$ cat config.mk
export PLATFORM = sky130hd
export DESIGN_NAME = data_sram_arbiter
export DESIGN_NICKNAME = d
export VERILOG_FILES = /design/src/rtl/data_sram_arbiter.sv
export SDC_FILE = /design/constraint.sdc
export NUM_CORES = 1
export LEC_CHECK = 0
export ABC_AREA = 1
export CORE_MARGIN = 4
export CORE_UTILIZATION = 28
export DETAILED_ROUTE_END_ITERATION = 10
export SKIP_CTS_REPAIR_TIMING = 1
export SYNTH_ARGS = -nofsm -noshare
export SYNTH_HDL_FRONTEND = slang
export SYNTH_SLANG_ARGS = --single-unit
$ cat constraint.sdc
create_clock -name clk -period 2.4 [get_ports clk]
set_clock_uncertainty 0.1 [all_clocks]
set_input_delay 0.6 -clock clk [delete_from_list [all_inputs] [get_ports clk]]
set_output_delay 0.6 -clock clk [all_outputs]
set_load 0.05 [all_outputs]
$ cat src/rtl/data_sram_arbiter.sv
// Shares the single data_sram port between the two issue slots of a dual-issued pair.
// A pair is serialised i1 then i2, costing one stall cycle; i1 load data is held for MEM.
module data_sram_arbiter #(
    parameter int ADDR_WD = 32,
    parameter int DATA_WD = 32
) (
    input  logic               clk,
    input  logic               rst,
    input  logic               flush,
    input  logic               hold,
    input  logic               req_i1,
    input  logic               req_i2,
    input  logic               ex_i1,
    input  logic               ex_i2,
    input  logic [3:0]         wen_i1,
    input  logic [3:0]         wen_i2,
    input  logic [ADDR_WD-1:0] addr_i1,
    input  logic [ADDR_WD-1:0] addr_i2,
    input  logic [DATA_WD-1:0] wdata_i1,
    input  logic [DATA_WD-1:0] wdata_i2,
    input  logic [DATA_WD-1:0] data_sram_rdata,
    output logic               data_sram_en,
    output logic [3:0]         data_sram_wen,
    output logic [ADDR_WD-1:0] data_sram_addr,
    output logic [DATA_WD-1:0] data_sram_wdata,
    output logic               stallreq,
    output logic [DATA_WD-1:0] rdata_i1,
    output logic [DATA_WD-1:0] rdata_i2
);

    typedef enum logic {IDLE, SECOND} state_t;

    state_t             state;
    logic               pair_r;
    logic [DATA_WD-1:0] hold_r;
    logic [3:0]         buf_wen;
    logic [ADDR_WD-1:0] buf_addr;
    logic [DATA_WD-1:0] buf_wdata;

    logic go1;
    logic go2;

    // An older exception in i1 also kills the younger slot.
    assign go1 = req_i1 & ~ex_i1;
    assign go2 = req_i2 & ~ex_i2 & ~ex_i1;

    always_comb begin
        data_sram_en    = 1'b0;
        data_sram_wen   = '0;
        data_sram_addr  = '0;
        data_sram_wdata = '0;
        stallreq        = 1'b0;
        case (state)
            IDLE: begin
                if (!rst && !flush && !hold) begin
                    if (go1) begin
                        data_sram_en    = 1'b1;
                        data_sram_wen   = wen_i1;
                        data_sram_addr  = addr_i1;
                        data_sram_wdata = wdata_i1;
                        stallreq        = go2;
                    end else if (go2) begin
                        data_sram_en    = 1'b1;
                        data_sram_wen   = wen_i2;
                        data_sram_addr  = addr_i2;
                        data_sram_wdata = wdata_i2;
                    end
                end
            end
            SECOND: begin
                // hold is deliberately ignored here: the pipeline is already frozen for i2.
                if (!rst && !flush) begin
                    data_sram_en    = 1'b1;
                    data_sram_wen   = buf_wen;
                    data_sram_addr  = buf_addr;
                    data_sram_wdata = buf_wdata;
                end
            end
        endcase
    end

    always_ff @(posedge clk) begin
        if (rst) begin
            state     <= IDLE;
            pair_r    <= 1'b0;
            hold_r    <= '0;
            buf_wen   <= '0;
            buf_addr  <= '0;
            buf_wdata <= '0;
        end else begin
            pair_r <= 1'b0;
            case (state)
                IDLE: begin
                    if (!flush && !hold && go1 && go2) begin
                        buf_wen   <= wen_i2;
                        buf_addr  <= addr_i2;
                        buf_wdata <= wdata_i2;
                        state     <= SECOND;
                    end
                end
                SECOND: begin
                    state <= IDLE;
                    if (!flush) begin
                        hold_r <= data_sram_rdata;
                        pair_r <= 1'b1;
                    end
                end
            endcase
        end
    end

    assign rdata_i1 = pair_r ? hold_r : data_sram_rdata;
    assign rdata_i2 = data_sram_rdata;

endmodule

# ---- Word level (Yosys, flattened, before mapping)
# Cells that the tools add are included.
dict set report word_totals {
  ff_bits 102
  inputBits 176
  output_inout_bits 134
  wordCells 51
}
dict set report classes {
  muxes 27
  bitwise 7
  n_reduce_logical 11
}
# operator count
set ops {}
lappend ops {{$mux W32} 9}
lappend ops {{$pmux W32 S2} 2}
lappend ops {{$mux W4} 4}
lappend ops {{$mux W1} 9}
lappend ops {{$pmux W4 S2} 1}
lappend ops {{$logic_and A1 B1 Y1} 5}
lappend ops {{$not A1 Y1} 4}
lappend ops {{$pmux W1 S2} 2}
lappend ops {{$reduce_and A2 Y1} 2}
lappend ops {{$and A1 B1 Y1} 3}
lappend ops {{$logic_not A1 Y1} 3}
lappend ops {{$reduce_or A2 Y1} 1}

# ---- Longest topological paths before layout
dict set report depth {
  depth_word 7
  mapped_depth 8
  ltp_nobuf 6
}

# ---- Worst setup path after synthesis
# Ideal clock, no wire load.
dict set report synth_timing {
  path_kind {input to output}
  from {input rst}
  to {output data_sram_en}
  t_arrival_ps 1911
  required_ps 1700
  setup_slack_ps -211
  stages 4
  path_buffers 3
  cell_sequence {buf_2 > buf_2 > buf_1 > o22ai_1}
}
dict set report synth_between {
  elab_chain_cells 5
  elab_cells_between_ends 6
  cone_classes {mux: 3; reduce/logical: 3}
}
# element line
set synth_lines {}
lappend synth_lines {{from (decl)} 8} ;# input logic rst,
lappend synth_lines {{$logic_not A1 Y1 (*)} {55, 72}}
lappend synth_lines {{$logic_and A1 B1 Y1 (*)} {55, 72}}
lappend synth_lines {{$logic_and A1 B1 Y1} 55} ;# if (!rst && !flush && !hold) begin
lappend synth_lines {{$mux W1} 55}
lappend synth_lines {{$pmux W1 S2 (*)} 53} ;# case (state)
lappend synth_lines {{to (decl)} 22} ;# output logic data_sram_en,
# Mark *: on every way between the ends. The rest lies on a longest branch, timed or not.

# ---- Worst setup path after layout
dict set report layout_timing {
  from {input ex_i2}
  to {output data_sram_addr[18]}
}
dict set report layout_between {
  elab_chain_cells 7
}
# element line
set layout_lines {}
lappend layout_lines {{from (decl)} 14} ;# input logic ex_i2,
lappend layout_lines {{$not A1 Y1} 45} ;# assign go2 = req_i2 & ~ex_i2 & ~ex_i1;
lappend layout_lines {{$and A1 B1 Y1 (2 in a row)} 45}
lappend layout_lines {{$mux W32} 62} ;# end else if (go2) begin
lappend layout_lines {{$mux W32} 56} ;# if (go1) begin
lappend layout_lines {{$mux W32} 55}
lappend layout_lines {{$pmux W32 S2} 53}
lappend layout_lines {{to (decl)} 24} ;# output logic [ADDR_WD-1:0] data_sram_addr,
# No other way between the ends.

==> results by group <==
Global route
  • First-pass GRT wire length: 40.2 mm
  • Met1 Track Usage GR: 0.242
  • GR Util met3: 0.0326
  • Busiest grt layer: met2
  • Total grt overflow: 0
  • GRT met2 Usage: 0.320
  • GR Util All Layers: 0.192
  • Initial antenna violation count: 3
  • Pin count of the biggest net entering global routing: 69
  • Vias in the first global route: ~7,400

Worst setup path
  • CP Class: input pin to primary output
  • Crit-path max FO: 8
  • Startpoint Class: input pin
  • Slowest stage cell on the critical path: nor2_4
  • Crit-path cells: buf_6, nor2_4, nand2_8, clkbuf_16, o21ai_4, nand2_2, nand2_4, buf_12
  • Crit path DAT: roughly 1.8 ns
  • WP data required: between 1.5 and 2 ns
  • Worst reg-to-reg path cell count: 8
  • Max stage delay on crit path: between 0.2 and 0.3 ns
  • CP Capture Type: primary output

Power
  • Total Power: 4.83 mW
  • Pleak: 5.64 nW
  • Pwr dens: about 360 nW/um2
  • Worst-case vdd ir drop: 0.299 mV

Yosys
  • Most frequent cell after synthesis: nand2_1
  • Commonest cells in the synthesized netlist: nand2_1 (375), nor2_1 (206), o21ai_0 (128)
  • Dominant cells by area after synthesis: dfxtp_1 (32%), nand2_1 (22%), nor2_1 (12%)
  • Syn_area_per_cell: roughly 5.6 um2
  • Post-synth ARST share: 0
  • Dominant cell type by area after synthesis: dfxtp_1
  • Predominant post-synthesis flop cell: dfxtp_1
  • Ys Warns: 0
  • Post-synth EDFFs: 0
  • Register area share after synthesis: 0.318
  • Cells after Synth: approximately 1,100
  • Synth cell types: 20
  • Flops & latches, synth: between 100 and 150
  • Post-synthesis instance area: ~6400 um2
  • Share of Yosys cell area claimed by the top area cell type: 0.318
  • Syn_nets: between 1,000 and 1,500

Route
  • Routed vias: ~8,300
  • DRC: 0
  • Final wirelength: slightly above 30 mm
  • Pre-Repair DR Iteration Count: 6
  • DRT antenna net count: 0
  • WL per Instance: about 17 um
  • Routed vias/inst: around 4.8
  • First DRT Iteration DRCs: 433

Clock network
  • Max Buffers Root-to-Sink: 2
  • # clock sinks: 102
  • Reg clk slew, reported paths: around 0.070 ns
  • Clock root buffer: clkbuf_16
  • Num CTS Buffers: 9
  • H-tree depth: 3
  • CTS tree: done
  • Clock Latency Late Sink: ~0.34 ns

STA
  • RSZ-0062 raised after global routing: true
  • Setup WS post-layout: -0.0682 ns
  • Worst slew margin: 0.521
  • Period utilization: 1.03
  • Final hold vios: 0
  • Slew at the pin with the worst max-slew slack: ~0.72 ns
  • FMAX: slightly above 0.4 GHz
  • Setup Viol. Count Final: 46
  • Pins Over Slew Limit: 0
  • WHS: ~0.44 ns
  • Min Tclk post-route: roughly 2.5 ns

Floorplanning
  • Core footprint: approximately 23,000 um2
  • Initial Util: 0.284
  • Die Height: around 160 um
  • Chip Width: ~160 um
  • Num ports: between 300 and 400
  • DIE AREA: 25,400 um2
  • FP Rows: 55

Min path
  • Worst hold path depth: 2
  • Min-Delay Path Class: flop to flop

Flow run
  • Max cap viols: 0

Finish
  • Layout area overhead: 108%
  • Final instance area: between 10,000 and 15,000 um2
  • Utilization after layout: 0.591
  • NumNets Final: approximately 1,600
  • Layout Cells excl Fill: 1,753
  • Share of cells above drive strength 1: 0.320

Placement
  • Port bufs: between 300 and 400
  • Placed Instances: around 1,700
  • Placed inst area: 11,700 um2
  • Post-DP HPWL: roughly 18 mm
  • Routability Congestion: just under 0.8

Run status
  • Failing checks: setup timing
  • Status: finished with violations
-- per-layer routing --
layer / wire length [um] / part of all wire
met1: 12600 / 0.41
met2: 15400 / 0.50
met3: 1640 / 0.054
met4: 869 / 0.028
met5: 0 / 0
-- stage by stage --
step,worst slack (ns),setup TNS [ns]
5_1_grt,-0.103,-4.00
4_1_cts,-0.353,-22.48
3_3_place_gp,-0.346,-21.66
3_5_place_dp,-0.357,-22.82
6_report,-0.0682,-1.00
2_1_floorplan,-0.0462,-1.08
-- report_power, final --
part | internal (mW) | switching [mW] | total, mW | leakage [nW]
clock | 0.872 | 0.697 | 1.57 | 0.149
combinational | 0.772 | 0.766 | 1.54 | 4.67
sequential | 1.71 | 0.00922 | 1.72 | 0.823
-- cell type report --
type	instances	area, um2
Timing Repair inverter	1	11.3
Timing Repair Buffer	419	5910
Inverter	105	412
Clock buffer	12	256
Multi-Input combinational cell	822	4280
Tap cell	285	357
Clock inverter	4	55.1
Fill cell	1987	9240
Sequential cell	102	2040
Antenna cell	3	7.51
-- kinds of logic after synthesis --
family | count (synthesis) | share of synthesized area
AND/OR/NAND/NOR | 655 | 0.401
AO/OA/AOI/OAI | 166 | 0.130
buffers and inverters | 217 | 0.151
flip-flops | 102 | 0.318
-- sequential cells by signal, indices dropped and copies added, names as in the netlist --
| signal | flops |
|---|---|
| buf_addr | 32 |
| buf_wdata | 32 |
| hold_r | 32 |
| buf_wen | 4 |
| pair_r | 1 |
| state | 1 |
-- worst paths after layout --
path              from                  to  slack (ns)
min          hold_r[4]           hold_r[4]        0.44
min reg2reg  hold_r[4]           hold_r[4]        0.44
max              ex_i2  data_sram_addr[18]       -0.07
max reg2reg      state        buf_addr[15]        0.51
-- cell usage in the layout (no fill, tap or decap), types with 3 or more instances in the layout --
master and count:
nand2_2 91, buf_4 60, buf_12 153, nor3_1 68, o21ai_4 15, clkdlybuf4s50_1 167, buf_8 3, o21ai_2 52
nand2_1 254, o21ai_0 51, diode_2 3, inv_1 100, buf_6 10, dfxtp_1 101, a21oi_1 32, o21ai_1 14
clkbuf_16 29, nor2_4 4, nand2_4 29, nor2_1 205
-- worst max-delay path: cells and delay by family --
family / cells / cell delay [ns]
simple gates: 4 / 0.56
buf+inv: 3 / 0.45
compound gates: 1 / 0.15
(Power assumes the default switching activity.)
